--- config.mk ---
export PLATFORM = sky130hd
export DESIGN_NAME = uart_transmitter
export DESIGN_NICKNAME = d
export VERILOG_FILES = /design/src/rtl/uart_transmitter.sv
export SDC_FILE = /design/constraint.sdc
export NUM_CORES = 1
export LEC_CHECK = 0
export CORE_MARGIN = 5
export CORE_UTILIZATION = 50
export DETAILED_ROUTE_END_ITERATION = 12
export PLACE_DENSITY = 0.64
export RECOVER_POWER = 50
export SLEW_MARGIN = 10
export SYNTH_ARGS = -nofsm -noshare
export SYNTH_HDL_FRONTEND = slang
export SYNTH_SLANG_ARGS = --single-unit
--- constraint.sdc ---
create_clock -name clk -period 4.1 [get_ports clk]
set_input_delay 0.82 -clock clk [delete_from_list [all_inputs] [get_ports clk]]
set_output_delay 0.82 -clock clk [all_outputs]
set_load 0.01 [all_outputs]
--- src/rtl/uart_transmitter.sv ---
// -----------------------------------------------------------------------------
// uart_transmitter
//   8N1 serial transmit engine with an input byte FIFO.
//   Bytes arrive over a ready/valid handshake, are buffered in a circular
//   FIFO, and are shifted out LSB first. A frame is one start bit (0), eight
//   data bits and one stop bit (1). Each bit lasts CLOCK_FREQ/BAUD_RATE cycles.
//
// Ports
//   clk            system clock, rising edge
//   rst            synchronous reset, active low
//   data_in        byte to transmit
//   data_in_valid  data_in is valid this cycle
//   data_in_ready  FIFO can take a byte this cycle
//   serial_out     UART TX line, idle high (registered)
//   tx_busy        a byte is queued or a frame is in flight (registered)
//   fifo_count     bytes queued, not counting the frame in flight
// -----------------------------------------------------------------------------
module uart_transmitter #(
  parameter int CLOCK_FREQ = 50_000_000,
  parameter int BAUD_RATE  = 115_200,
  parameter int FIFO_DEPTH = 8
) (
  input  logic                          clk,
  input  logic                          rst,
  input  logic [7:0]                    data_in,
  input  logic                          data_in_valid,
  output logic                          data_in_ready,
  output logic                          serial_out,
  output logic                          tx_busy,
  output logic [$clog2(FIFO_DEPTH):0]   fifo_count
);

  localparam int SYMBOL_EDGE_TIME = CLOCK_FREQ / BAUD_RATE;
  localparam int CYC_W = $clog2(SYMBOL_EDGE_TIME);
  localparam int PTR_W = $clog2(FIFO_DEPTH);
  localparam int CNT_W = PTR_W + 1;
  localparam logic [CYC_W-1:0] CYC_LAST = CYC_W'(SYMBOL_EDGE_TIME - 1);
  localparam logic [CNT_W-1:0] CNT_FULL = CNT_W'(FIFO_DEPTH);

  typedef enum logic [1:0] {IDLE, START, DATA, STOP} state_t;

  state_t             state_q,  state_d;
  logic [CYC_W-1:0]   cyc_q,    cyc_d;
  logic [2:0]         bit_q,    bit_d;
  logic [7:0]         shift_q,  shift_d;
  logic               serial_q, serial_d;
  logic               busy_q,   busy_d;
  logic [PTR_W-1:0]   rd_ptr_q, rd_ptr_d;
  logic [PTR_W-1:0]   wr_ptr_q, wr_ptr_d;
  logic [CNT_W-1:0]   count_q,  count_d;
  logic [7:0]         mem_q [FIFO_DEPTH];
  logic [7:0]         mem_d [FIFO_DEPTH];

  logic push, pop, sym_end, fifo_empty;

  assign data_in_ready = (count_q != CNT_FULL);
  assign serial_out    = serial_q;
  assign tx_busy       = busy_q;
  assign fifo_count    = count_q;

  always_comb begin
    push       = data_in_valid && data_in_ready;
    pop        = 1'b0;
    sym_end    = (cyc_q == CYC_LAST);
    fifo_empty = (count_q == '0);

    state_d  = state_q;
    cyc_d    = cyc_q;
    bit_d    = bit_q;
    shift_d  = shift_q;
    serial_d = serial_q;
    rd_ptr_d = rd_ptr_q;
    wr_ptr_d = wr_ptr_q;
    mem_d    = mem_q;

    case (state_q)
      IDLE: begin
        serial_d = 1'b1;
        if (!fifo_empty) pop = 1'b1;
      end
      START: begin
        if (sym_end) begin
          state_d  = DATA;
          cyc_d    = '0;
          serial_d = shift_q[0];
          shift_d  = {1'b0, shift_q[7:1]};
        end else begin
          cyc_d = cyc_q + CYC_W'(1);
        end
      end
      DATA: begin
        if (sym_end) begin
          cyc_d = '0;
          bit_d = bit_q + 3'd1;
          if (bit_q == 3'd7) begin
            state_d  = STOP;
            serial_d = 1'b1;
          end else begin
            serial_d = shift_q[0];
            shift_d  = {1'b0, shift_q[7:1]};
          end
        end else begin
          cyc_d = cyc_q + CYC_W'(1);
        end
      end
      STOP: begin
        if (sym_end) begin
          cyc_d = '0;
          // Chain straight into the next start bit when more bytes wait.
          if (!fifo_empty) pop = 1'b1;
          else begin
            state_d  = IDLE;
            serial_d = 1'b1;
          end
        end else begin
          cyc_d = cyc_q + CYC_W'(1);
        end
      end
      default: begin
        state_d  = IDLE;
        serial_d = 1'b1;
      end
    endcase

    // The popped byte is latched whole; its bit 0 goes out after the start bit.
    if (pop) begin
      state_d  = START;
      serial_d = 1'b0;
      cyc_d    = '0;
      bit_d    = '0;
      shift_d  = mem_q[rd_ptr_q];
      rd_ptr_d = rd_ptr_q + PTR_W'(1);
    end

    if (push) begin
      mem_d[wr_ptr_q] = data_in;
      wr_ptr_d        = wr_ptr_q + PTR_W'(1);
    end

    case ({push, pop})
      2'b10:   count_d = count_q + CNT_W'(1);
      2'b01:   count_d = count_q - CNT_W'(1);
      default: count_d = count_q;
    endcase

    // Computed from next-state values so the flop mirrors the visible state.
    busy_d = (state_d != IDLE) || (count_d != '0);
  end

  always_ff @(posedge clk) begin
    if (!rst) begin
      state_q  <= IDLE;
      cyc_q    <= '0;
      bit_q    <= '0;
      shift_q  <= '0;
      serial_q <= 1'b1;
      busy_q   <= 1'b0;
      rd_ptr_q <= '0;
      wr_ptr_q <= '0;
      count_q  <= '0;
    end else begin
      state_q  <= state_d;
      cyc_q    <= cyc_d;
      bit_q    <= bit_d;
      shift_q  <= shift_d;
      serial_q <= serial_d;
      busy_q   <= busy_d;
      rd_ptr_q <= rd_ptr_d;
      wr_ptr_q <= wr_ptr_d;
      count_q  <= count_d;
      mem_q    <= mem_d;
    end
  end

endmodule

==> flow_metrics.py, run 1 <==
metrics = {
    "status": {
        "status": "complete, no violations",
    },
    "placed_design": {
        "place_ws_ps": 499,
        "portBuffers": 17,
        "hpwl_um": 4820,
        "gp_congestion": 0.764,
    },
    "sta": {
        "tightest_slew_ps": 843,
        "slew_violations": 0,
        "fmax_mhz": 290,
        "skew_ps": 13.0,
        "tns_ps": 0,
        "fin_crit_ps": 3450,
        "period_share_pct": 84.2,
        "hold_viol_final": 0,
        "max_slew_margin_pct": 43.7,
        "setup_viol": 0,
        "grt_setup_unrepaired": "no",
        "final.setup.worst_slack_ps": 646,
    },
    "finish": {
        "antenna_cells": 0,
        "drive_above_1_share_pct": 16.9,
        "multi_input_area_mm2": 0.00161,
        "fillCellCount": 718,
        "finalNetCount": 352,
        "syn_to_final_growth_pct": 11.2,
        "regArea_mm2": 0.00260,
    },
    "floorplan": {
        "initial_core_util_pct": 50.5,
        "core_area_mm2": 0.00859,
        "fp.dieW_um": 103,
        "die-area_mm2": 0.0106,
        "die_y_um": 103,
        "rows": 34,
        "num_io_pins": 18,
    },
    "routing": {
        "viasPerCell": 5.39,
        "drcViolationCount": 0,
        "drtPass1Iterations": 4,
        "ant_nets": 0,
        "routedWlPerCell_um": 16.7,
        "drtIter0Drc": 119,
        "num_vias": 2366,
        "routed_wl_um": 7330,
    },
    "clock_tree": {
        "numCtsBuffers": 9,
        "postCtsSetupBuffers": 0,
        "clk_latency_ps": 360,
        "htree_levels": 3,
        "cts_max_path_buffers": 2,
        "cts_hold_buf": 0,
        "cts_tree": "yes",
        "clk_pin_slew_ps": 100,
        "clock_sinks": 98,
        "cts-root-buf": "clkbuf_8",
        "cts_resized": 0,
    },
    "synth": {
        "yosysTopAreaCell": "edfxtp_1",
        "yosys_warnings": 0,
        "syn_avg_cell_area_um2": 14.3,
        "netlist_instances": 303,
        "synth_edf_count": 64,
        "netlist.area_leader.share_pct": 44.3,
        "ys_ff_latch": 98,
        "ys_seq_area_share_pct": 59.9,
        "synth_nets": 329,
        "synth_ff_type": "edfxtp_1",
        "yosys-top-cells-area": "edfxtp_1, dfxtp_1, mux4_2",
        "syn-cell-area_mm2": 0.00434,
        "synthArstFlopShare_pct": 0,
        "synth.distinct_cells": 54,
    },
    "power": {
        "p_total_mw": 2.82,
        "p_per_area_mw_per_mm2": 584,
        "p_leak_nw": 1.64,
        "ir_worst_vdd_mv": 0.367,
    },
    "critical_path": {
        "critical_path.max_fanout": 6,
        "start_kind": "primary input",
        "arrival_ps": 3700,
        "path_cells": "clkdlybuf4s50_1, a21boi_0, inv_1, ha_1, xor2_1, ha_1, a21oi_1, mux2i_1, xor2_1, nand3b_1, o41a_1",
        "crit_path_max_incr_delay_ps": 560,
        "slowest_stage": "a21boi_0",
        "end_kind": "flip-flop",
        "crit_type": "in -> reg",
        "required_ps": 4340,
    },
    "min_path": {
        "hold_class": "reg -> reg",
    },
    "job": {
        "cap_violations": 0,
    },
    "global_route": {
        "grt_antenna_before_repair": 0,
        "grt_max_degree": 21,
        "grt_pass1_wl_um": 12300,
        "track_usage_pct": 15.5,
        "grt_overflow": 0,
        "grt_pass1_vias": 2463,
    },
}
-- cell type report --
class / instances / area share, %
flip-flops and latches: 98 / 53.9
well taps: 108 / 2.80
clock buffers: 9 / 2.56
clock inverters: 7 / 1.92
repair buffers: 27 / 5.00
inverters: 6 / 0.466
multi-input cells: 184 / 33.4
-- power by group --
part	internal, mW	switching [mW]	leakage, nW
clock network	0.298	0.352	0.109
registers	1.14	0.122	0.855
logic	0.471	0.441	0.680
total	1.91	0.915	1.64
-- worst paths after layout --
| check | from | slack, ps | depth (start not counted) | endpoint |
|---|---|---|---|---|
| max | data_in_valid | 650 | 11 | tx_busy |
| min reg2reg | bit_q[1] | 470 | 2 | bit_q[1] |
| min | bit_q[1] | 470 | 2 | bit_q[1] |
| max reg2reg | state_q[0] | 830 | 12 | tx_busy |
-- cells in the final DEF, fill, tap and decap left out, drive strengths merged, types with 2 or more instances in the layout --
cell | synthesis | final
edfxtp | 64 | 64
dfxtp | 34 | 34
nor2 | 23 | 23
nand2 | 16 | 16
mux4 | 16 | 16
ha | 15 | 15
xor2 | 14 | 14
mux2i | 10 | 10
dlygate4sd3 | 0 | 10
clkbuf | 7 | 10
buf | 8 | 9
inv | 6 | 9
mux2 | 8 | 8
o2bb2ai | 7 | 7
clkdlybuf4s50 | 0 | 7
and2 | 7 | 7
nand3 | 6 | 6
a21oi | 6 | 6
o21ai | 6 | 6
nor2b | 6 | 6
nor3 | 5 | 5
a21boi | 5 | 5
nand4 | 3 | 3
xnor2 | 3 | 3
clkinv | 0 | 3
nand2b | 2 | 2
nand3b | 2 | 2
o21a | 2 | 2
and3 | 2 | 2
a31oi | 2 | 2
-- sequential cells by signal (all words and copies together), names as in the netlist --
register    count
shift_q         8
cyc_q           9
tx_busy         1
bit_q           3
mem_q          64
fifo_count      4
serial_out      1
rd_ptr_q        3
wr_ptr_q        3
state_q         2
-- critical path: cells and delay by family --
| kind | cells | cell delay [ps] |
|---|---|---|
| adders and majority gates | 2 | 500 |
| buffers and inverters | 2 | 630 |
| AOI/OAI and AO/OA | 3 | 1040 |
| xor gates and xnor gates | 2 | 360 |
| and+or+nand+nor | 1 | 100 |
| muxes | 1 | 240 |
-- layer usage --
layer  track usage (%)  share of wire [%]  vias to the layer above
met4              4.38                1.1                        0
met1              20.2                 46                     1149
li1                  -                  -                     1185
met2              25.9                 50                       25
met5                 0                  0                        -
met3              4.09                2.7                        7
-- per-stage QoR --
| step | area (um^2) | hold WS [ps] | std cells | util (%) |
|---|---|---|---|---|
| after floorplan | 4340 | 432 | 303 | - |
| after global placement | 4630 | 444 | 423 | 53.9 |
| after detailed placement | 4630 | 446 | 423 | 53.9 |
| after CTS | 4850 | 471 | 439 | 56.4 |
| after global routing | 4830 | 488 | 439 | 56.2 |
| final | 4830 | 467 | 439 | 56.2 |
-- cells in the mapped netlist, types with 2 or more instances --
library cell,instances
mux2_2,8
dfxtp_1,34
nor2_1,22
edfxtp_1,64
nand4_1,3
a21oi_1,6
nand3b_1,2
mux4_2,16
and2_1,7
buf_2,2
nor2b_1,6
nand2_1,16
a21boi_0,3
buf_6,4
and3_1,2
nand3_1,6
nor3_1,5
clkbuf_1,6
nand2b_1,2
xnor2_1,3
ha_1,15
o2bb2ai_1,7
mux2i_1,10
inv_1,6
xor2_1,14
o21ai_0,5
o21a_1,2
-- logic make-up (layout without fill, tap and decap cells) --
| group | Yosys count | count (layout) | synth area share [%] |
|---|---|---|---|
| flip-flops | 98 | 98 | 59.9 |
| buffers and inverters | 21 | 49 | 2.68 |
| XOR/XNOR | 17 | 17 | 3.43 |
| AO/OA/AOI/OAI | 38 | 38 | 6.89 |
| multiplexers | 34 | 34 | 12.7 |
| AND/OR/NAND/NOR | 80 | 80 | 10.1 |
| adder cells (fa/ha/maj) | 15 | 15 | 4.32 |
(Power assumes the default switching activity.)
==> inputs of run 2 (changes only) <==
==> constraint.sdc (replaced) <==
create_clock -name clk -period 3.35 [get_ports clk]
set_input_delay 0.67 -clock clk [delete_from_list [all_inputs] [get_ports clk]]
set_output_delay 0.67 -clock clk [all_outputs]
set_load 0.01 [all_outputs]
==> run 2 against run 1 <==
Against the previous run: utilization up 0.41 points; critical path depth grew 1; cell count grew 1.4%; non-clock buffer count grew 6; largest cell class unchanged; design area increased by 0.73%; largest power group unchanged; sequential cell count is the same; critical path type is now reg -> reg; sequential power rose by 19%; global-route usage rose by 0.35 points; via count grew 3.2%; power is 24% higher; routed wire length up 5.1%.
==> flow_metrics.py, run 2 (synthesis gave the netlist of run 1 again) <==
metrics = {
    "clock_tree": {
        "clk_latency_ps": 360,
        "cts_resized": 0,
        "cts-root-buf": "clkbuf_8",
        "cts_tree": "yes",
        "clk_pin_slew_ps": 90,
        "htree_levels": 3,
        "cts_hold_buf": 0,
        "cts_max_path_buffers": 2,
        "numCtsBuffers": 9,
        "clock_sinks": 98,
        "postCtsSetupBuffers": 0,
    },
    "finish": {
        "syn_to_final_growth_pct": 12.0,
        "final_core_util_pct": 56.6,
        "largest_reg_flops": 64,
        "antenna_cells": 0,
        "final_common_cell": "edfxtp_1",
        "instances_no_fill": 445,
        "finalNetCount": 358,
        "drive_above_1_share_pct": 17.8,
        "reg.largest.list": "mem_q x64, cyc_q x9, shift_q x8",
        "final_cell_mix": "edfxtp_1, dfxtp_1, nor2_1",
        "regMostFlops": "mem_q",
    },
    "critical_path": {
        "path_cells": "inv_1, ha_1, or2_1, nor2_4, ha_1, xor2_1, ha_1, a21oi_1, mux2i_1, xor2_1, nand3b_1, o41a_1",
        "arrival_ps": 3370,
        "path_buf_inv": 1,
        "required_ps": 3600,
        "crit_family": "adder cells",
        "end_kind": "flip-flop",
        "cp_common_cell": "ha_1",
        "start_kind": "flip-flop",
        "crit_type": "reg -> reg",
        "critical_path.max_fanout": 7,
        "crit_path_max_incr_delay_ps": 440,
        "slowest_stage": "dfxtp_1",
    },
    "placed_design": {
        "place_ws_ps": 166,
        "gp_congestion": 0.811,
        "portBuffers": 17,
        "hpwl_um": 5170,
        "dp.cells": 429,
    },
    "sta": {
        "slew_violations": 0,
        "hold_viol_final": 0,
        "final.setup.worst_slack_ps": 229,
        "period_share_pct": 93.2,
        "tightest_slew_ps": 905,
        "max_slew_margin_pct": 39.6,
        "setup_viol": 0,
        "tns_ps": 0,
        "grt_setup_unrepaired": "no",
        "fin_crit_ps": 3120,
        "skew_ps": 15.5,
        "hold_ws_ps": 462,
        "fmax_mhz": 320,
    },
    "global_route": {
        "grt_max_degree": 20,
        "track_usage_pct": 15.9,
        "grt_overflow": 0,
        "grt_pass1_vias": 2540,
        "grt_antenna_before_repair": 0,
        "grt_pass1_wl_um": 12700,
    },
    "floorplan": {
        "initial_core_util_pct": 50.5,
        "core_area_mm2": 0.00859,
        "die_y_um": 103,
        "die-area_mm2": 0.0106,
        "num_io_pins": 18,
        "rows": 34,
        "fp.dieW_um": 103,
    },
    "power": {
        "p_per_area_mw_per_mm2": 717,
        "ir_worst_vdd_mv": 0.328,
        "p_leak_nw": 1.65,
    },
    "routing": {
        "drtPass1Iterations": 4,
        "drcViolationCount": 0,
        "drtIter0Drc": 109,
        "routed_wl_um": 7700,
        "ant_nets": 0,
        "viasPerCell": 5.49,
        "routedWlPerCell_um": 17.3,
        "num_vias": 2441,
    },
    "status": {
        "status": "complete, no violations",
    },
    "job": {
        "cap_violations": 0,
    },
    "min_path": {
        "hold_class": "reg -> reg",
    },
}
-- run 2: power by group --
group / switching, mW / total [mW] / internal, mW
sequential: 0.107 / 1.50 / 1.39
clock: 0.423 / 0.779 / 0.356
combinational: 0.602 / 1.21 / 0.604
total: 1.13 / 3.49 / 2.35
-- run 2: worst register-to-register path, delay by kind of cell, from the launching register on --
family	cells	cell delay, ps
fa+ha+maj	3	780
mux	1	230
xor+xnor	2	310
buf+inv	1	130
flops	1	440
compound gates	2	470
simple gates	3	660
-- run 2: worst paths after layout --
kind / startpoint / to / slack, ps / cells past startpoint
hold reg to reg: bit_q[2] / bit_q[2] / 460 / 2
setup reg to reg: state_q[0] / tx_busy / 230 / 12
hold / removal: bit_q[2] / bit_q[2] / 460 / 2
setup / recovery: state_q[0] / tx_busy / 230 / 12
-- run 2: final cells by class --
class | instances | area, um^2
multi-input combinational | 184 | 1620
clock buffer | 9 | 124
clock inverter | 7 | 86.3
timing repair buffer | 33 | 272
sequential | 98 | 2600
inverter | 6 | 22.5
fill | 715 | 3730
tap | 108 | 135
-- run 2: routing by layer --
metal  GRT usage [%]  vias to the layer above  wire (um)
li1                -                     1198          -
met2            27.0                       28       3890
met4            5.48                        0         97
met1            20.0                     1206       3520
met3            3.69                        9        195
met5               0                        -          0
-- run 2: per-stage QoR --
stage                     power, mW  instance area, um^2
after floorplan                2.49                 4340
after global placement         2.74                 4670
after detailed placement       2.76                 4670
after CTS                      3.55                 4880
after global routing           3.71                 4870
final                          3.49                 4870
